<file path="config.mk">
export PLATFORM = sky130hd
export DESIGN_NAME = fetch_unit
export DESIGN_NICKNAME = d
export VERILOG_FILES = /design/src/rtl/fetch_unit_pkg.sv /design/src/rtl/fetch_queue.sv /design/src/rtl/fetch_unit.sv
export SDC_FILE = /design/constraint.sdc
export NUM_CORES = 1
export LEC_CHECK = 0
export CAP_MARGIN = 0
export CORE_MARGIN = 2
export CORE_UTILIZATION = 23
export DETAILED_ROUTE_END_ITERATION = 7
export PLACE_DENSITY_LB_ADDON = 0.15
export SLEW_MARGIN = 0
export SYNTH_ARGS = -nofsm -noshare
export SYNTH_HDL_FRONTEND = slang
export SYNTH_HIERARCHICAL = 1
export SYNTH_SLANG_ARGS = --single-unit
export TNS_END_PERCENT = 30
</file>
<file path="constraint.sdc">
create_clock -name clk_i -period 12.05 [get_ports clk_i]
set_input_delay 1.8075 -clock clk_i [delete_from_list [all_inputs] [get_ports clk_i]]
set_output_delay 1.8075 -clock clk_i [all_outputs]
set_load 0.1 [all_outputs]
</file>
<file path="src/rtl/fetch_unit_pkg.sv">
// Shared constants and payload types for the instruction fetch stage.
package fetch_unit_pkg;

    localparam logic [31:0] DEFAULT_RESET_PC = 32'h0000_0000;
    localparam int unsigned INST_WIDTH       = 32;
    localparam int unsigned PC_WIDTH         = 32;
    localparam logic [31:0] PC_STEP          = 32'd4;

    typedef struct packed {
        logic [PC_WIDTH-1:0]   pc;
        logic [INST_WIDTH-1:0] instr;
    } fetch_entry_t;

    localparam int unsigned ENTRY_WIDTH = PC_WIDTH + INST_WIDTH;

    // Instruction addresses are always word aligned.
    function automatic logic [PC_WIDTH-1:0] align_pc(input logic [PC_WIDTH-1:0] pc);
        return {pc[PC_WIDTH-1:2], 2'b00};
    endfunction

endpackage

</file>
<file path="src/rtl/fetch_queue.sv">
// Small circular FIFO with flush and occupancy count; power-of-two depth.
module fetch_queue #(
    parameter  int unsigned DEPTH = 2,
    parameter  int unsigned WIDTH = 64,
    localparam int unsigned CNT_W = $clog2(DEPTH + 1)
) (
    input  logic             clk_i,
    input  logic             rst_ni,
    input  logic             push_i,
    input  logic [WIDTH-1:0] data_i,
    input  logic             pop_i,
    input  logic             flush_i,
    output logic [WIDTH-1:0] head_o,
    output logic [CNT_W-1:0] count_o
);

    localparam int unsigned PTR_W = $clog2(DEPTH);

    logic [WIDTH-1:0] mem_q [DEPTH];
    logic [PTR_W-1:0] wr_ptr_q, wr_ptr_d;
    logic [PTR_W-1:0] rd_ptr_q, rd_ptr_d;
    logic [CNT_W-1:0] count_q, count_d;
    logic             push_ok;
    logic             pop_ok;

    assign pop_ok  = pop_i && (count_q != '0);
    assign push_ok = push_i && ((count_q < CNT_W'(DEPTH)) || pop_ok);

    always_comb begin
        wr_ptr_d = wr_ptr_q;
        rd_ptr_d = rd_ptr_q;
        count_d  = count_q;
        if (flush_i) begin
            wr_ptr_d = '0;
            rd_ptr_d = '0;
            count_d  = '0;
        end else begin
            if (push_ok) begin
                wr_ptr_d = wr_ptr_q + PTR_W'(1);
            end
            if (pop_ok) begin
                rd_ptr_d = rd_ptr_q + PTR_W'(1);
            end
            count_d = count_q + CNT_W'(push_ok) - CNT_W'(pop_ok);
        end
    end

    always_ff @(posedge clk_i or negedge rst_ni) begin
        if (!rst_ni) begin
            wr_ptr_q <= '0;
            rd_ptr_q <= '0;
            count_q  <= '0;
        end else begin
            wr_ptr_q <= wr_ptr_d;
            rd_ptr_q <= rd_ptr_d;
            count_q  <= count_d;
        end
    end

    // Storage needs no reset: occupancy alone decides what is visible.
    always_ff @(posedge clk_i) begin
        if (push_ok && !flush_i) begin
            mem_q[wr_ptr_q] <= data_i;
        end
    end

    assign head_o  = mem_q[rd_ptr_q];
    assign count_o = count_q;

endmodule

</file>
<file path="src/rtl/fetch_unit.sv">
// Instruction fetch stage: PC, credit-limited memory requests, instruction queue, redirect flush.
module fetch_unit
    import fetch_unit_pkg::*;
#(
    parameter logic [31:0] RESET_PC    = DEFAULT_RESET_PC,
    parameter int unsigned QUEUE_DEPTH = 2
) (
    input  logic                  clk_i,
    input  logic                  rst_ni,
    output logic                  imem_req_valid_o,
    input  logic                  imem_req_ready_i,
    output logic [PC_WIDTH-1:0]   imem_addr_o,
    input  logic                  imem_rsp_valid_i,
    input  logic [INST_WIDTH-1:0] imem_rsp_data_i,
    input  logic                  redirect_i,
    input  logic [PC_WIDTH-1:0]   redirect_pc_i,
    output logic                  instr_valid_o,
    input  logic                  instr_ready_i,
    output logic [INST_WIDTH-1:0] instruction_o,
    output logic [PC_WIDTH-1:0]   pc_o
);

    localparam int unsigned CNT_W  = $clog2(QUEUE_DEPTH + 1);
    localparam int unsigned USED_W = CNT_W + 1;
    localparam int unsigned DROP_W = 8;

    logic [PC_WIDTH-1:0] pc_q, pc_d;
    logic [DROP_W-1:0]   drop_q, drop_d;

    fetch_entry_t        iq_din, iq_head;
    logic [CNT_W-1:0]    iq_count;
    logic                iq_empty;
    logic                iq_push, iq_pop;

    logic [PC_WIDTH-1:0] pcq_head;
    logic [CNT_W-1:0]    inflight;

    logic [USED_W-1:0]   used;
    logic                credit;
    logic                req_fire;
    logic                rsp_keep;

    // A slot being popped this cycle is already free for a new request.
    assign used     = USED_W'(iq_count) + USED_W'(inflight) - USED_W'(iq_pop);
    assign credit   = used < USED_W'(QUEUE_DEPTH);
    assign iq_empty = (iq_count == '0);

    assign imem_req_valid_o = rst_ni && credit && !redirect_i;
    assign imem_addr_o      = pc_q;
    assign req_fire         = imem_req_valid_o && imem_req_ready_i;

    assign instr_valid_o = !iq_empty && !redirect_i;
    assign instruction_o = iq_empty ? '0 : iq_head.instr;
    assign pc_o          = iq_empty ? '0 : iq_head.pc;
    assign iq_pop        = instr_valid_o && instr_ready_i;

    assign rsp_keep     = imem_rsp_valid_i && (drop_q == '0) && !redirect_i;
    assign iq_push      = rsp_keep;
    assign iq_din.pc    = pcq_head;
    assign iq_din.instr = imem_rsp_data_i;

    fetch_queue #(
        .DEPTH (QUEUE_DEPTH),
        .WIDTH (ENTRY_WIDTH)
    ) u_instr_queue (
        .clk_i   (clk_i),
        .rst_ni  (rst_ni),
        .push_i  (iq_push),
        .data_i  (iq_din),
        .pop_i   (iq_pop),
        .flush_i (redirect_i),
        .head_o  (iq_head),
        .count_o (iq_count)
    );

    // PCs of requests still owed a response; its occupancy is the in-flight count.
    fetch_queue #(
        .DEPTH (QUEUE_DEPTH),
        .WIDTH (PC_WIDTH)
    ) u_inflight_pc_queue (
        .clk_i   (clk_i),
        .rst_ni  (rst_ni),
        .push_i  (req_fire),
        .data_i  (pc_q),
        .pop_i   (rsp_keep),
        .flush_i (redirect_i),
        .head_o  (pcq_head),
        .count_o (inflight)
    );

    always_comb begin
        pc_d   = pc_q;
        drop_d = drop_q;
        if (redirect_i) begin
            pc_d   = align_pc(redirect_pc_i);
            drop_d = drop_q + DROP_W'(inflight) - DROP_W'(imem_rsp_valid_i);
        end else begin
            if (req_fire) begin
                pc_d = pc_q + PC_STEP;
            end
            if (imem_rsp_valid_i && (drop_q != '0)) begin
                drop_d = drop_q - DROP_W'(1);
            end
        end
    end

    always_ff @(posedge clk_i or negedge rst_ni) begin
        if (!rst_ni) begin
            pc_q   <= RESET_PC;
            drop_q <= '0;
        end else begin
            pc_q   <= pc_d;
            drop_q <= drop_d;
        end
    end

endmodule

</file>
Yosys cells after proc, flatten, opt, wreduce, memory -nomap -nowiden:

Memory sizes are Yosys's and may differ from the RTL's.
Cells that the tools add are included.

* multiplexer cells: 20
* $add $sub $neg: 14
* reductions and logical operators: 29
* $lt $le $gt $ge: 3

Operator list (count)
* two-way mux 32 bit: 4
* adder 32 x 3 -> 32 bit, second input constant: 1
* two-way mux 8 bit: 2
* nonzero test 2 bit: 8
* logical AND 1 bit: 14
* two-way mux 1 bit: 12
* adder 8 x 2 -> 8 bit: 1
* zero test 8 bit: 1
* nonzero test 8 bit: 1
* subtractor 8 x 1 -> 8 bit: 1
* subtractor 8 x 1 -> 8 bit, second input constant: 1
* adder 1 bit, second input constant: 4
* adder 2 x 1 -> 2 bit: 2
* < comparator 2 bit, second input constant: 2
* two-way mux 2 bit: 2
* subtractor 2 x 1 -> 2 bit: 2
* adder 2 x 2 -> 3 bit: 1
* < comparator 3 x 2 -> 1 bit, second input constant: 1
* subtractor 3 x 1 -> 3 bit: 1
* zero test 1 bit: 2
* zero test 2 bit: 1
* logical OR 1 bit: 2

* memories kept: 2
* output and inout port bits: 98
* RAM bits: 192
* logic and storage cells: 76
* flip-flop bits (word level): 48

Memories
* u_instr_queue.mem_q: depth 2, bits a word 64, read ports 1, clocked after memory_dff 0, wr ports 1, line fetch_queue.sv:19 `logic [WIDTH-1:0] mem_q [DEPTH];`
* u_inflight_pc_queue.mem_q: depth 2, bits a word 32, read ports 1, clocked after memory_dff 0, wr ports 1, line fetch_queue.sv:19

Logic depth before layout (Yosys ltp):

Gate-level depths: netlist (run 1).

* depth after elaboration: 13
* mapped depth: 18

Modules after synthesis:

Netlist (run 1), hierarchy kept.

By module, submodules not included
* fetch_queue at u_instr_queue: sequential area each 3943.8 sq um, area each 5047.3 sq um, cells an instance 220, times used 1
* fetch_unit: sequential area each 950.9 sq um, area each 3234.4 sq um, cells an instance 398, times used 1
* fetch_queue at u_inflight_pc_queue: sequential area each 2021.9 sq um, area each 2692.6 sq um, cells an instance 121, times used 1

Worst setup path before layout (run 1):

No wires, ideal clock.

* path kind: input port to output port
* start point: input redirect_i
* end point: output imem_req_valid_o
* buffers on the path: 2
* path slack: 2590 ps
* data required time: 10242 ps
* stages on the path: 9
* arrival: 7653 ps
* path through: buf_6 clkbuf_1 nor2_1 and2_1 ha_1 nand2b_1 fa_1 xnor2_1 nor4bb_1

* longest elaborated chain between the ends: 7

RTL lines
* from (decl): line fetch_unit.sv:15 `input logic redirect_i,`
* zero test 1 bit: line fetch_unit.sv:52 `assign instr_valid_o = !iq_empty && !redirect_i;`
* logical AND 1 bit: line fetch_unit.sv:52
* net instr_valid_o: line fetch_unit.sv:17 `output logic instr_valid_o,`
* logical AND 1 bit: line fetch_unit.sv:55 `assign iq_pop = instr_valid_o && instr_ready_i;`
* net iq_pop: line fetch_unit.sv:33 `logic iq_push, iq_pop;`
* subtractor 3 x 1 -> 3 bit: line fetch_unit.sv:44 `assign used = USED_W'(iq_count) + USED_W'(inflight) - USED_W'(iq_pop);`
* < comparator 3 x 2 -> 1 bit: line fetch_unit.sv:45 `assign credit = used < USED_W'(QUEUE_DEPTH);`
* logical AND 1 bit (2 in series): line fetch_unit.sv:48 `assign imem_req_valid_o = rst_ni && credit && !redirect_i;`
* to (decl): line fetch_unit.sv:10 `output logic imem_req_valid_o,`

The timed path passes the listed nets, and every way through them passes these cells.

Worst setup path after layout (run 1):

* start point: input redirect_i
* end point: output imem_req_valid_o

* longest elaborated chain between the ends: 7

RTL lines (line)
* zero test 1 bit: fetch_unit.sv:52
* logical AND 1 bit: fetch_unit.sv:52
* logical AND 1 bit: fetch_unit.sv:55
* net iq_pop: fetch_unit.sv:33
* subtractor 3 x 1 -> 3 bit: fetch_unit.sv:44
* < comparator 3 x 2 -> 1 bit: fetch_unit.sv:45
* logical AND 1 bit (2 in series): fetch_unit.sv:48

The timed path passes the listed nets, and every way through them passes these cells.

==> flow_summary.html, run 1 <==
<table>
<tr><th>Metric</th><th>Value</th></tr>
<tr><th colspan="2">Status</th></tr>
<tr><td>Result of the run</td><td>finished, final reports clean</td></tr>
<tr><th colspan="2">Synth</th></tr>
<tr><td>Count of cell types in the netlist</td><td>58</td></tr>
<tr><td>Number of enable flip-flop cells after synthesis</td><td>192</td></tr>
<tr><td>Prevailing post-synth register cell</td><td>sky130_fd_sc_hd__edfxtp_1</td></tr>
<tr><td>Syn. warnings</td><td>6</td></tr>
<tr><td>Gate count after technology mapping</td><td>739</td></tr>
<tr><td>Mapped cell area</td><td>10970 sq um</td></tr>
<tr><td>Synthesized area per cell</td><td>14.85 sq um</td></tr>
<tr><td>Post-synthesis sequential area ratio</td><td>0.6303</td></tr>
<tr><td>Post-synthesis sequential element count</td><td>238</td></tr>
<tr><td>Share of flip-flops with an asynchronous set or reset after synthesis</td><td>0.1933</td></tr>
<tr><th colspan="2">Clock tree</th></tr>
<tr><td>Maximum root-to-sink buffer count</td><td>3</td></tr>
<tr><td>Number of H-tree branching levels</td><td>1</td></tr>
<tr><td>Clk Latency, worst-skew pair</td><td>570 ps</td></tr>
<tr><td>Number of CTS-inserted buffers</td><td>30</td></tr>
<tr><td>Number of setup buffers added after CTS</td><td>0</td></tr>
<tr><td>CTS Root Cell</td><td>sky130_fd_sc_hd__clkbuf_16</td></tr>
<tr><td>Cts-stage hold buffer count</td><td>0</td></tr>
<tr><td>Clock Sinks</td><td>238</td></tr>
<tr><td>Post-cts repair resize count</td><td>0</td></tr>
<tr><td>CTS clock-pin slew for the worst setup and hold paths</td><td>60 ps</td></tr>
<tr><td>TritonCTS clock tree</td><td>built</td></tr>
<tr><th colspan="2">Detailed routing</th></tr>
<tr><td>Top routing layer in use</td><td>met4</td></tr>
<tr><td>Routed WL per cell</td><td>18.37 um</td></tr>
<tr><td>Post-route DRC violation count</td><td>0</td></tr>
<tr><td>Via count</td><td>6528</td></tr>
<tr><td>Number of detailed-route iterations in the first pass</td><td>5</td></tr>
<tr><td>Detailed-route vias per instance</td><td>4.187</td></tr>
<tr><td>WL met2</td><td>13320 um</td></tr>
<tr><td>Post-detailed-route count of antenna-violating nets</td><td>0</td></tr>
<tr><td>DRC violation total after the first TritonRoute iteration</td><td>253</td></tr>
<tr><td>Metal1 wirelength</td><td>13250 um</td></tr>
<tr><td>Routed wire length on met3</td><td>1466 um</td></tr>
<tr><td>Total wirelength of the detailed-routed design</td><td>28640 um</td></tr>
<tr><th colspan="2">Die</th></tr>
<tr><td>Vertical die dimension</td><td>222.4 um</td></tr>
<tr><td>Initial Utilization</td><td>0.2313</td></tr>
<tr><td>Number of I/O pins</td><td>168</td></tr>
<tr><td>Die outline area</td><td>49480 sq um</td></tr>
<tr><td>Width of the chip</td><td>222.4 um</td></tr>
<tr><td>Core Region</td><td>47450 sq um</td></tr>
<tr><td>Total number of placement rows</td><td>80</td></tr>
<tr><th colspan="2">Cells and area</th></tr>
<tr><td>Layout cells sized above 1</td><td>0.1896</td></tr>
<tr><td>Final Net Count</td><td>1015</td></tr>
<tr><td>Antenna diode instance count</td><td>0</td></tr>
<tr><td>Fill cell count</td><td>4853</td></tr>
<tr><td>Post-route core utilization</td><td>0.3021</td></tr>
<tr><td>Area growth from synthesis to final layout</td><td>30.59%</td></tr>
<tr><th colspan="2">Hold path</th></tr>
<tr><td>Worst Hold Launch</td><td>u_inflight_pc_queue/rd_ptr_q</td></tr>
<tr><td>Hold WC Path Type</td><td>reg2reg</td></tr>
<tr><td>Hold-critical path depth</td><td>2</td></tr>
<tr><th colspan="2">GRT</th></tr>
<tr><td>Number of global-route vias before repair</td><td>6784</td></tr>
<tr><td>Largest net degree at the start of global routing</td><td>66</td></tr>
<tr><td>First-pass GRT wire length</td><td>42860 um</td></tr>
<tr><td>Combined global-route utilization of all metal layers</td><td>0.1155</td></tr>
<tr><td>Gr ovfl total</td><td>0</td></tr>
<tr><td>Number of antenna violations at the first check in global routing</td><td>0</td></tr>
<tr><th colspan="2">Power and ir drop</th></tr>
<tr><td>Largest voltage drop on the vdd net</td><td>114.1 uV</td></tr>
<tr><td>Power per cell area</td><td>160.9 nW/um^2</td></tr>
<tr><td>Sum of internal, switching and leakage power</td><td>2.306 mW</td></tr>
<tr><td>Leakage Power</td><td>5.007 nW</td></tr>
<tr><th colspan="2">Timing</th></tr>
<tr><td>Clock skew after layout</td><td>11.26 ps</td></tr>
<tr><td>Min cycle time layout</td><td>7020 ps</td></tr>
<tr><td>Worst hold margin</td><td>543.0 ps</td></tr>
<tr><td>Final worst-path cycle share</td><td>0.5826</td></tr>
<tr><td>Slew Viols, Final</td><td>0</td></tr>
<tr><td>Slew at the pin closest to its max-slew limit</td><td>1136 ps</td></tr>
<tr><td>Setup TNS</td><td>0 ps</td></tr>
<tr><td>Final-report setup violation count</td><td>0</td></tr>
<tr><td>Tightest slew margin relative to the limit</td><td>0.2400</td></tr>
<tr><td>RSZ-0062 raised after global routing</td><td>false</td></tr>
<tr><td>Max Freq</td><td>142.4 MHz</td></tr>
<tr><td>Count of endpoints failing hold in the final timing report</td><td>0</td></tr>
<tr><th colspan="2">Critical path</th></tr>
<tr><td>Cell-by-cell listing of the critical path</td><td>buf_2 &gt; nor2_1 &gt; and2_1 &gt; ha_1 &gt; nand2b_1 &gt; fa_1 &gt; xnor2_1 &gt; nor4bb_1 &gt; clkdlybuf4s50_1</td></tr>
<tr><td>Cell at the slowest stage of the critical path</td><td>sky130_fd_sc_hd__clkdlybuf4s50_1</td></tr>
<tr><td>Maximum fanout encountered on the critical timing path</td><td>14</td></tr>
<tr><td>Worst path max stage delay</td><td>1240 ps</td></tr>
<tr><td>Data arrival time of the critical path</td><td>5210 ps</td></tr>
<tr><td>CP Class</td><td>in2out</td></tr>
<tr><td>Critical path startpoint category</td><td>input port</td></tr>
<tr><td>Depth of the worst register-to-register path</td><td>17</td></tr>
<tr><td>Worst setup path startpoint</td><td>redirect_i</td></tr>
<tr><td>Launch point of the worst reg-to-reg path</td><td>u_instr_queue/count_o[0]</td></tr>
<tr><td>Critical Path Sink Type</td><td>primary output</td></tr>
<tr><td>Critical Path RT</td><td>10240 ps</td></tr>
<tr><th colspan="2">Placement</th></tr>
<tr><td>Final estimated routing congestion in global placement</td><td>0.7574</td></tr>
<tr><td>Estimated wirelength of the detail-placed design</td><td>18130 um</td></tr>
<tr><td>PortBufs</td><td>163</td></tr>
<tr><th colspan="2">Run</th></tr>
<tr><td>Reported max-cap violation count</td><td>0</td></tr>
</table>
final timing paths:
check	to	slack, ps
setup / recovery	imem_req_valid_o	5030
hold / removal	u_inflight_pc_queue/rd_ptr_q	540
setup reg to reg	u_inflight_pc_queue/count_o[1]	7180
hold reg to reg	u_inflight_pc_queue/rd_ptr_q	540
max in group asynchronous	u_instr_queue/rd_ptr_q	10130
min in group asynchronous	imem_addr_o[20]	1370
sequential cells by signal (all words and copies together), names as in the netlist:
register / flops
u_inflight_pc_queue/mem_q: 64
u_inflight_pc_queue/count_o: 2
u_instr_queue/rd_ptr_q: 1
u_instr_queue/wr_ptr_q: 1
u_inflight_pc_queue/rd_ptr_q: 1
drop_q: 8
u_instr_queue/count_o: 2
u_inflight_pc_queue/wr_ptr_q: 1
imem_addr_o: 30
u_instr_queue/mem_q: 128
critical path, delay by kind of cell:
kind / cells / cell delay [ps]
AND/OR/NAND/NOR: 4 / 990
XOR/XNOR: 1 / 230
adder cells (fa/ha/maj): 2 / 670
buffers and inverters: 2 / 1510
synthesized netlist by cell type (2+ instances only):
cell	number	area (sq um)
sky130_fd_sc_hd__inv_1	27	101.4
sky130_fd_sc_hd__and4_1	4	35.03
sky130_fd_sc_hd__nor3_1	10	50.05
sky130_fd_sc_hd__o21a_1	4	30.03
sky130_fd_sc_hd__and2_1	5	31.28
sky130_fd_sc_hd__a31oi_1	6	37.54
sky130_fd_sc_hd__xnor2_1	17	148.9
sky130_fd_sc_hd__mux2_4	79	1186
sky130_fd_sc_hd__dfrtp_1	46	1151
sky130_fd_sc_hd__a21oi_1	12	60.06
sky130_fd_sc_hd__and3_1	5	31.28
sky130_fd_sc_hd__o21ai_0	25	125.1
sky130_fd_sc_hd__o21bai_1	2	15.01
sky130_fd_sc_hd__a21o_1	2	15.01
sky130_fd_sc_hd__o211ai_1	7	52.55
sky130_fd_sc_hd__nand4_1	12	75.07
sky130_fd_sc_hd__nand3_1	18	90.09
sky130_fd_sc_hd__ha_1	23	287.8
sky130_fd_sc_hd__nor2b_1	72	450.4
sky130_fd_sc_hd__a221o_1	5	50.05
sky130_fd_sc_hd__nor4_1	5	31.28
sky130_fd_sc_hd__nand2b_1	5	31.28
sky130_fd_sc_hd__mux2i_1	3	30.03
sky130_fd_sc_hd__buf_12	3	60.06
sky130_fd_sc_hd__o31a_1	2	17.52
sky130_fd_sc_hd__clkbuf_1	13	48.80
sky130_fd_sc_hd__nor3b_1	4	30.03
sky130_fd_sc_hd__or3_4	2	22.52
sky130_fd_sc_hd__buf_4	2	15.01
sky130_fd_sc_hd__edfxtp_1	192	5766
sky130_fd_sc_hd__o311ai_0	6	52.55
sky130_fd_sc_hd__buf_2	3	15.01
sky130_fd_sc_hd__mux2_2	20	225.2
sky130_fd_sc_hd__xor2_1	4	35.03
sky130_fd_sc_hd__or3_1	2	12.51
sky130_fd_sc_hd__a211oi_1	2	15.01
sky130_fd_sc_hd__buf_6	8	90.09
sky130_fd_sc_hd__nor2_1	21	78.83
sky130_fd_sc_hd__fa_1	2	40.04
sky130_fd_sc_hd__nand2_1	41	153.9
cells by family (layout without fill, tap and decap cells):
| kind of cell | count (synthesis) | after routing | synth area share |
|---|---|---|---|
| flops | 238 | 238 | 0.6303 |
| mux | 102 | 102 | 0.1313 |
| other cells | 1 | 6 | 0.0003417 |
| xor+xnor | 21 | 21 | 0.01676 |
| compound gates | 82 | 82 | 0.05085 |
| simple gates | 212 | 212 | 0.1097 |
| fa+ha+maj | 25 | 25 | 0.02987 |
| buf+inv | 58 | 258 | 0.03090 |
cell type report:
cell class              count  area, sq um  area share
repair buffers            174         1704      0.1189
multi-input cells         448         3765      0.2627
clock inverters            19        247.7     0.01729
clock buffers              37        818.3     0.05710
well taps                 615        769.5     0.05369
flip-flops and latches    238         6922      0.4830
inverters                  28        105.1    0.007334
power breakdown:
group	internal (mW)	leakage, nW	switching, mW
Clock	0.607	0.526	0.352
Sequential	0.921	2.29	0.0427
Combinational	0.146	2.19	0.237
Total	1.67	5.01	0.632
routing by layer:
layer / global-route usage / up-vias
met5: 0 / -
met4: 0.03334 / 0
met2: 0.1903 / 156
met1: 0.1531 / 3223
met3: 0.02446 / 39
li1: - / 3110
cells in the final DEF, fill, tap and decap left out, types with 6 or more instances in the layout:
cell type and n:
sky130_fd_sc_hd__nor2b_1 72, sky130_fd_sc_hd__nand3_1 18, sky130_fd_sc_hd__nand2_1 41, sky130_fd_sc_hd__dfrtp_1 44
sky130_fd_sc_hd__bufinv_16 6, sky130_fd_sc_hd__conb_1 6, sky130_fd_sc_hd__o311ai_0 6, sky130_fd_sc_hd__clkdlybuf4s50_1 161
sky130_fd_sc_hd__mux2_4 79, sky130_fd_sc_hd__nor2_1 20, sky130_fd_sc_hd__xnor2_1 17, sky130_fd_sc_hd__nor3_1 8
sky130_fd_sc_hd__edfxtp_1 192, sky130_fd_sc_hd__clkbuf_16 31, sky130_fd_sc_hd__o211ai_1 7, sky130_fd_sc_hd__inv_1 27
sky130_fd_sc_hd__ha_1 23, sky130_fd_sc_hd__a21oi_1 12, sky130_fd_sc_hd__mux2_2 20, sky130_fd_sc_hd__clkinv_2 8
sky130_fd_sc_hd__nand4_1 12, sky130_fd_sc_hd__o21ai_0 25, sky130_fd_sc_hd__buf_4 11, sky130_fd_sc_hd__a31oi_1 6
per-stage QoR:
step,cell area [sq um],instances,setup WS (ps)
2_1_floorplan,10990,744,2590
3_3_place_gp,13270,1503,4952
3_5_place_dp,13270,1503,4997
4_1_cts,14330,1559,4969
5_1_grt,14330,1559,4817
6_report,14330,1559,5030
No activity file was read; power rests on OpenSTA's default activity.
==> inputs of run 2 (changes only) <==
clock period = 5.9 ns   (was 12.05 ns; I/O delays follow)
==> run 2 against run 1 <==
Against the previous run: clock skew about the same; global-route usage down 0.15 points; worst hold slack better by 6.4 ps.
==> flow_summary.html, run 2 (synthesis results as in run 1) <==
<table>
<tr><th>Metric</th><th>Value</th></tr>
<tr><th colspan="2">GRT</th></tr>
<tr><td>Number of global-route vias before repair</td><td>6744 (-0.59%)</td></tr>
<tr><td>Combined global-route utilization of all metal layers</td><td>0.1141 (-0.001467)</td></tr>
<tr><td>First-pass GRT wire length</td><td>42660 um (-0.47%)</td></tr>
<tr><td>Number of antenna violations at the first check in global routing</td><td>2 (+2)</td></tr>
<tr><td>Gr ovfl total</td><td>0 (unchanged)</td></tr>
<tr><td>Largest net degree at the start of global routing</td><td>65 (-1.5%)</td></tr>
<tr><th colspan="2">Clock tree</th></tr>
<tr><td>Post-cts repair resize count</td><td>0 (unchanged)</td></tr>
<tr><td>Number of CTS-inserted buffers</td><td>30 (unchanged)</td></tr>
<tr><td>TritonCTS clock tree</td><td>built</td></tr>
<tr><td>CTS clock-pin slew for the worst setup and hold paths</td><td>60 ps (about the same)</td></tr>
<tr><td>Number of setup buffers added after CTS</td><td>0 (unchanged)</td></tr>
<tr><td>CTS Root Cell</td><td>sky130_fd_sc_hd__clkbuf_16</td></tr>
<tr><td>Cts-stage hold buffer count</td><td>0 (unchanged)</td></tr>
<tr><td>Number of H-tree branching levels</td><td>1 (unchanged)</td></tr>
<tr><td>Maximum root-to-sink buffer count</td><td>3 (unchanged)</td></tr>
<tr><td>Clk Latency, worst-skew pair</td><td>560 ps (about the same)</td></tr>
<tr><td>Clock Sinks</td><td>238 (unchanged)</td></tr>
<tr><th colspan="2">Critical path</th></tr>
<tr><td>Depth of the worst register-to-register path</td><td>16 (-1)</td></tr>
<tr><td>Launch point of the worst reg-to-reg path</td><td>u_instr_queue/count_o[0]</td></tr>
<tr><td>Critical path startpoint category</td><td>flip-flop</td></tr>
<tr><td>Critical Path RT</td><td>5020 ps (-5220 ps)</td></tr>
<tr><td>CP Buf/Inv Count</td><td>2 (unchanged)</td></tr>
<tr><td>CP Class</td><td>reg2out</td></tr>
<tr><td>Worst setup path startpoint</td><td>u_instr_queue/rd_ptr_q</td></tr>
<tr><td>Worst path max stage delay</td><td>1160 ps (-80 ps)</td></tr>
<tr><td>Register-to-register setup slack</td><td>2230 ps (-4950 ps)</td></tr>
<tr><td>Data arrival time of the critical path</td><td>3380 ps (-1830 ps)</td></tr>
<tr><td>Kind of cell adding the most delay to the critical path</td><td>buffers and inverters</td></tr>
<tr><td>Maximum fanout encountered on the critical timing path</td><td>43 (+29)</td></tr>
<tr><td>Cell-by-cell listing of the critical path</td><td>buf_12 &gt; mux2_4 &gt; nor2b_1 &gt; clkdlybuf4s50_1</td></tr>
<tr><td>Reg2reg end</td><td>u_inflight_pc_queue/count_o[1]</td></tr>
<tr><td>Critical Path Sink Type</td><td>primary output</td></tr>
<tr><td>Cell at the slowest stage of the critical path</td><td>sky130_fd_sc_hd__clkdlybuf4s50_1</td></tr>
<tr><th colspan="2">Die</th></tr>
<tr><td>Number of I/O pins</td><td>168 (unchanged)</td></tr>
<tr><td>Die outline area</td><td>49480 sq um (unchanged)</td></tr>
<tr><td>Vertical die dimension</td><td>222.4 um (unchanged)</td></tr>
<tr><td>Core Region</td><td>47450 sq um (unchanged)</td></tr>
<tr><td>Total number of placement rows</td><td>80 (unchanged)</td></tr>
<tr><td>Width of the chip</td><td>222.4 um (unchanged)</td></tr>
<tr><td>Initial Utilization</td><td>0.2313 (unchanged)</td></tr>
<tr><th colspan="2">Cells and area</th></tr>
<tr><td>Area growth from synthesis to final layout</td><td>30.35%</td></tr>
<tr><td>Layout cells sized above 1</td><td>0.1850 (-0.004629)</td></tr>
<tr><td>Largest reg by FF count</td><td>u_instr_queue/mem_q</td></tr>
<tr><td>Final design instance area without fill</td><td>14310 sq um (-0.18%)</td></tr>
<tr><td>Largest register FFs</td><td>128 (unchanged)</td></tr>
<tr><td>Fill cell count</td><td>4820 (-0.68%)</td></tr>
<tr><td>Final Net Count</td><td>1017 (+0.20%)</td></tr>
<tr><td>Most common cell after layout, fill and taps aside</td><td>sky130_fd_sc_hd__edfxtp_1</td></tr>
<tr><td>Post-route core utilization</td><td>0.3015 (-0.0005540)</td></tr>
<tr><td>Highest-count cells in the layout ignoring fill and taps</td><td>192 x sky130_fd_sc_hd__edfxtp_1, 160 x sky130_fd_sc_hd__clkdlybuf4s50_1, 79 x sky130_fd_sc_hd__mux2_4, 72 x sky130_fd_sc_hd__nor2b_1, 44 x sky130_fd_sc_hd__dfrtp_1</td></tr>
<tr><td>Post-route insts no fill</td><td>1562 (+0.19%)</td></tr>
<tr><th colspan="2">Status</th></tr>
<tr><td>Result of the run</td><td>finished, final reports clean</td></tr>
<tr><th colspan="2">Timing</th></tr>
<tr><td>Max Freq</td><td>234.3 MHz</td></tr>
<tr><td>Slew Viols, Final</td><td>0 (unchanged)</td></tr>
<tr><td>Final worst-path cycle share</td><td>0.7233</td></tr>
<tr><td>Final-report setup violation count</td><td>0 (unchanged)</td></tr>
<tr><td>Count of endpoints failing hold in the final timing report</td><td>0 (unchanged)</td></tr>
<tr><td>Worst hold margin</td><td>549.4 ps (+6.438 ps)</td></tr>
<tr><td>Setup TNS</td><td>0 ps (unchanged)</td></tr>
<tr><td>Slew at the pin closest to its max-slew limit</td><td>1100 ps (-36.60 ps)</td></tr>
<tr><td>Setup WS post-layout</td><td>1633 ps (-3397 ps)</td></tr>
<tr><td>Tightest slew margin relative to the limit</td><td>0.2645 (+0.02448)</td></tr>
<tr><td>RSZ-0062 raised after global routing</td><td>false</td></tr>
<tr><td>Clock skew after layout</td><td>11.19 ps (-0.06370 ps)</td></tr>
<tr><td>Min cycle time layout</td><td>4267 ps</td></tr>
<tr><th colspan="2">Placement</th></tr>
<tr><td>Post-place setup slack</td><td>1484 ps (-3513 ps)</td></tr>
<tr><td>Cell Count Post-Placement</td><td>1505 (+0.13%)</td></tr>
<tr><td>Estimated wirelength of the detail-placed design</td><td>18840 um (+3.9%)</td></tr>
<tr><td>PortBufs</td><td>163 (unchanged)</td></tr>
<tr><td>Cell Area, Placed</td><td>13340 sq um (+0.58%)</td></tr>
<tr><td>Final estimated routing congestion in global placement</td><td>0.7385 (-2.5%)</td></tr>
<tr><th colspan="2">Power and ir drop</th></tr>
<tr><td>Net switching power of the design</td><td>1.275 mW (+100%)</td></tr>
<tr><td>Leakage Power</td><td>4.981 nW (-0.51%)</td></tr>
<tr><td>Clock power frac</td><td>0.393 (-0.023)</td></tr>
<tr><td>Largest voltage drop on the vdd net</td><td>201.3 uV (+76%)</td></tr>
<tr><td>Combinational power share</td><td>0.174 (+0.008)</td></tr>
<tr><td>Fraction of power consumed by sequential logic</td><td>0.434 (+0.016)</td></tr>
<tr><td>Sw frac</td><td>0.2816 (+0.007448)</td></tr>
<tr><td>Cell-internal power</td><td>3.251 mW (+94%)</td></tr>
<tr><td>Power per cell area</td><td>316.4 nW/um^2 (+97%)</td></tr>
<tr><td>Sum of internal, switching and leakage power</td><td>4.526 mW (+96%)</td></tr>
<tr><th colspan="2">Detailed routing</th></tr>
<tr><td>DRC violation total after the first TritonRoute iteration</td><td>243 (-4.0%)</td></tr>
<tr><td>Via count</td><td>6500 (-0.43%)</td></tr>
<tr><td>Post-route DRC violation count</td><td>0 (unchanged)</td></tr>
<tr><td>Routed WL per cell</td><td>18.14 um (-1.3%)</td></tr>
<tr><td>Number of detailed-route iterations in the first pass</td><td>4 (-1)</td></tr>
<tr><td>Detailed-route vias per instance</td><td>4.161 (-0.62%)</td></tr>
<tr><td>Total wirelength of the detailed-routed design</td><td>28330 um (-1.1%)</td></tr>
<tr><td>Post-detailed-route count of antenna-violating nets</td><td>0 (unchanged)</td></tr>
<tr><th colspan="2">Run</th></tr>
<tr><td>Reported max-cap violation count</td><td>0 (unchanged)</td></tr>
<tr><th colspan="2">Hold path</th></tr>
<tr><td>Hold WC Path Type</td><td>in2async</td></tr>
</table>
==> run 2: layout make-up <==
class / count / area, sq um / share of cell area
sequential: 238 / 6922 / 0.4839
timing repair buffer: 176 / 1742 / 0.1218
clock inverter: 14 / 122.6 / 0.008572
multi-input combinational: 448 / 3805 / 0.2660
clock buffer: 42 / 837.1 / 0.05851
tap: 615 / 769.5 / 0.05379
antenna: 1 / 2.502 / 0.0001749
inverter: 28 / 105.1 / 0.007347
==> run 2: worst reg2reg max path, delay by kind of cell (launching register included) <==
kind	cells	cell delay (ps)
compound gates	1	150
xor+xnor	2	290
fa+ha+maj	4	1350
buf+inv	2	260
flops	1	440
simple gates	7	1040
==> run 2: power groups by stage <==
stage	Combinational (mW)	Clock [mW]	Sequential [mW]
6_report	0.786	1.78	1.96
5_1_grt	0.871	1.93	1.97
4_1_cts	0.798	1.85	1.97
3_5_place_dp	0.795	0	2.00
3_3_place_gp	0.795	0	2.00
2_1_floorplan	0.416	0	2.13
==> run 2: how the worst max path moves through the flow <==
stage | cells past startpoint | slack, ps | end
CTS | 4 | 1490 | instruction_o[23]
floorplan | 13 | -390 | u_inflight_pc_queue/mem_q[1][0]
global placement | 16 | 1520 | u_inflight_pc_queue/count_o[1]
detailed placement | 16 | 1480 | u_inflight_pc_queue/count_o[1]
finish | 4 | 1630 | instruction_o[23]
global route | 4 | 1460 | instruction_o[23]
==> run 2: layer usage <==
metal / GRT usage / up-vias / routed length [um]
met5: 0 / - / 12
met4: 0.02771 / 2 / 469
met3: 0.03161 / 38 / 1847
met2: 0.1961 / 139 / 13730
met1: 0.1416 / 3206 / 12280
li1: - / 3115 / -
==> inputs of run 3 (changes only) <==
clock period = 4.4 ns   (was 5.9 ns; I/O delays follow)
==> run 3 against run 2 <==
Against the previous run: critical endpoint is now pc_o[13]; register-to-register slack worse by 1300 ps; die area unchanged; worst hold slack worse by 99 ps; routed wire length rose by 1.2%; setup slack worse by 1100 ps; largest power group unchanged; via count decreased by 0.43%; sequential cell count did not move; critical path depth is 1 lower.
==> flow_summary.html, run 3 (synthesis results as in run 1) <==
<table>
<tr><th>Metric</th><th>Value</th></tr>
<tr><th colspan="2">Clock tree</th></tr>
<tr><td>Number of H-tree branching levels</td><td>1 (unchanged)</td></tr>
<tr><td>Clock Sinks</td><td>238 (unchanged)</td></tr>
<tr><td>CTS Root Cell</td><td>sky130_fd_sc_hd__clkbuf_16</td></tr>
<tr><td>Clk Latency, worst-skew pair</td><td>570 ps (about the same)</td></tr>
<tr><td>Maximum root-to-sink buffer count</td><td>3 (unchanged)</td></tr>
<tr><td>TritonCTS clock tree</td><td>built</td></tr>
<tr><td>Number of setup buffers added after CTS</td><td>0 (unchanged)</td></tr>
<tr><td>CTS clock-pin slew for the worst setup and hold paths</td><td>60 ps (about the same)</td></tr>
<tr><td>Number of CTS-inserted buffers</td><td>29 (-3.3%)</td></tr>
<tr><th colspan="2">Timing</th></tr>
<tr><td>Slew at the pin closest to its max-slew limit</td><td>1104 ps (+3.875 ps)</td></tr>
<tr><td>Max Freq</td><td>259.0 MHz</td></tr>
<tr><td>Tightest slew margin relative to the limit</td><td>0.2619 (-0.002591)</td></tr>
<tr><td>Final worst-path cycle share</td><td>0.8776</td></tr>
<tr><td>RSZ-0062 raised after global routing</td><td>false</td></tr>
<tr><td>Slew Viols, Final</td><td>0 (unchanged)</td></tr>
<tr><td>Min cycle time layout</td><td>3861 ps</td></tr>
<tr><td>Clock skew after layout</td><td>21.38 ps (+10.19 ps)</td></tr>
<tr><td>Count of endpoints failing hold in the final timing report</td><td>0 (unchanged)</td></tr>
<tr><td>Final-report setup violation count</td><td>0 (unchanged)</td></tr>
<tr><th colspan="2">Cells and area</th></tr>
<tr><td>Post-route insts no fill</td><td>1570 (+0.51%)</td></tr>
<tr><td>Largest reg by FF count</td><td>u_instr_queue/mem_q</td></tr>
<tr><td>Final design instance area without fill</td><td>14420 sq um (+0.77%)</td></tr>
<tr><td>Most common cell after layout, fill and taps aside</td><td>sky130_fd_sc_hd__edfxtp_1</td></tr>
<tr><td>Largest register FFs</td><td>128 (unchanged)</td></tr>
<tr><td>Final Net Count</td><td>1027 (+0.98%)</td></tr>
<tr><td>Highest-count cells in the layout ignoring fill and taps</td><td>192 x sky130_fd_sc_hd__edfxtp_1, 112 x sky130_fd_sc_hd__clkdlybuf4s50_1, 79 x sky130_fd_sc_hd__mux2_4, 72 x sky130_fd_sc_hd__nor2b_1, 66 x sky130_fd_sc_hd__buf_4</td></tr>
<tr><td>Antenna diode instance count</td><td>0 (-1)</td></tr>
<tr><td>Layout cells sized above 1</td><td>0.2513 (+0.06632)</td></tr>
<tr><td>Area growth from synthesis to final layout</td><td>31.35%</td></tr>
<tr><td>Fill cell count</td><td>4792 (-0.58%)</td></tr>
<tr><th colspan="2">GRT</th></tr>
<tr><td>Gr ovfl total</td><td>0 (unchanged)</td></tr>
<tr><td>Number of antenna violations at the first check in global routing</td><td>2 (unchanged)</td></tr>
<tr><td>Number of global-route vias before repair</td><td>6625 (-1.8%)</td></tr>
<tr><td>First-pass GRT wire length</td><td>42520 um (-0.32%)</td></tr>
<tr><td>Combined global-route utilization of all metal layers</td><td>0.1148 (+0.0007457)</td></tr>
<tr><td>Largest net degree at the start of global routing</td><td>65 (unchanged)</td></tr>
<tr><th colspan="2">Critical path</th></tr>
<tr><td>CP Class</td><td>reg2out</td></tr>
<tr><td>Maximum fanout encountered on the critical timing path</td><td>39 (-9.3%)</td></tr>
<tr><td>Cell at the slowest stage of the critical path</td><td>sky130_fd_sc_hd__clkdlybuf4s50_1</td></tr>
<tr><td>Critical Path RT</td><td>3740 ps (-1280 ps)</td></tr>
<tr><td>Critical path startpoint category</td><td>flip-flop</td></tr>
<tr><td>Cell-by-cell listing of the critical path</td><td>mux2_2 &gt; nor2b_1 &gt; clkdlybuf4s50_1</td></tr>
<tr><td>Critical Path Sink Type</td><td>primary output</td></tr>
<tr><td>CP Buf/Inv Count</td><td>1 (-1)</td></tr>
<tr><td>Worst path max stage delay</td><td>1200 ps (+40 ps)</td></tr>
<tr><td>Data arrival time of the critical path</td><td>3200 ps (-180 ps)</td></tr>
<tr><td>Kind of cell adding the most delay to the critical path</td><td>buffers and inverters</td></tr>
<tr><th colspan="2">Run</th></tr>
<tr><td>Reported max-cap violation count</td><td>0 (unchanged)</td></tr>
<tr><th colspan="2">Die</th></tr>
<tr><td>Width of the chip</td><td>222.4 um (unchanged)</td></tr>
<tr><td>Die outline area</td><td>49480 sq um (unchanged)</td></tr>
<tr><td>Core Region</td><td>47450 sq um (unchanged)</td></tr>
<tr><td>Vertical die dimension</td><td>222.4 um (unchanged)</td></tr>
<tr><td>Total number of placement rows</td><td>80 (unchanged)</td></tr>
<tr><td>Initial Utilization</td><td>0.2313 (unchanged)</td></tr>
<tr><td>Number of I/O pins</td><td>168 (unchanged)</td></tr>
<tr><th colspan="2">Detailed routing</th></tr>
<tr><td>Post-route DRC violation count</td><td>0 (unchanged)</td></tr>
<tr><td>Total wirelength of the detailed-routed design</td><td>28690 um (+1.2%)</td></tr>
<tr><td>Detailed-route vias per instance</td><td>4.122 (-0.94%)</td></tr>
<tr><td>Via count</td><td>6472 (-0.43%)</td></tr>
<tr><td>Post-detailed-route count of antenna-violating nets</td><td>0 (unchanged)</td></tr>
<tr><td>DRC violation total after the first TritonRoute iteration</td><td>323 (+33%)</td></tr>
<tr><td>Number of detailed-route iterations in the first pass</td><td>4 (unchanged)</td></tr>
<tr><td>Routed WL per cell</td><td>18.27 um (+0.73%)</td></tr>
<tr><th colspan="2">Hold path</th></tr>
<tr><td>Hold WC Path Type</td><td>in2async</td></tr>
<tr><th colspan="2">Power and ir drop</th></tr>
<tr><td>Leakage Power</td><td>5.197 nW (+4.3%)</td></tr>
<tr><td>Power per cell area</td><td>437.0 nW/um^2 (+38%)</td></tr>
<tr><td>Largest voltage drop on the vdd net</td><td>288.4 uV (+43%)</td></tr>
<tr><th colspan="2">Placement</th></tr>
<tr><td>Estimated wirelength of the detail-placed design</td><td>19290 um (+2.4%)</td></tr>
<tr><td>PortBufs</td><td>163 (unchanged)</td></tr>
<tr><td>Final estimated routing congestion in global placement</td><td>0.7467 (+1.1%)</td></tr>
<tr><td>Cell Count Post-Placement</td><td>1515 (+0.66%)</td></tr>
<tr><td>Cell Area, Placed</td><td>13350 sq um (about the same)</td></tr>
<tr><th colspan="2">Status</th></tr>
<tr><td>Result of the run</td><td>finished, final reports clean</td></tr>
</table>
run 3: power by group:
part           switching [mW]  internal, mW  leakage, nW  total [mW]
clock network           0.943          1.66        0.514        2.60
registers               0.110          2.52         2.29        2.63
logic                   0.660         0.406         2.39        1.07
run 3: final cells by class:
class	instances	area [sq um]	share of cell area
Clock buffer	41	830.8	0.05763
Clock inverter	13	224.0	0.01554
Inverter	28	105.1	0.007291
Multi-Input combinational cell	448	3807	0.2641
Sequential cell	238	6922	0.4802
Tap cell	615	769.5	0.05338
Timing Repair Buffer	187	1757	0.1219
run 3: final timing paths:
path                                                from                          endpoint  slack [ps]  cells after the start
max in group asynchronous                         rst_ni            u_instr_queue/rd_ptr_q        3010                      3
worst max-delay path              u_instr_queue/rd_ptr_q                          pc_o[13]         540                      3
worst min register to register           imem_addr_o[31]  u_inflight_pc_queue/mem_q[0][31]         550                      0
worst min-delay path                              rst_ni                         drop_q[1]         450                      2
min in group clk_i                       imem_addr_o[31]  u_inflight_pc_queue/mem_q[0][31]         550                      0
worst max register to register  u_instr_queue/count_o[0]    u_inflight_pc_queue/count_o[1]         900                     16
run 3: metrics by stage:
stage	setup TNS (ps)	setup WS, ps	util	power (mW)	hold slack [ps]
floorplan	-45560	-753.8	-	3.413	364.4
global placement	0	415.0	0.2814	3.752	496.2
detailed placement	0	435.4	0.2814	3.750	495.7
CTS	0	430.6	0.3038	6.400	433.3
global route	0	401.4	0.3038	6.600	444.1
finish	0	538.7	0.3038	6.300	450.9
run 3: per-layer routing:
metal / vias up / GRT usage / routed length (um)
met5: - / 0 / 26
met4: 4 / 0.03074 / 597
met3: 44 / 0.03121 / 2117
met2: 164 / 0.1901 / 13380
met1: 3140 / 0.1478 / 12560
li1: 3120 / - / -
run 3: repair_timing:
| action | in CTS | in global routing |
|---|---|---|
| gates resized for setup | 0 | 0 |
| hold buffers | 1 | 0 |
| endpoints found under the hold margin | 1 | 0 |
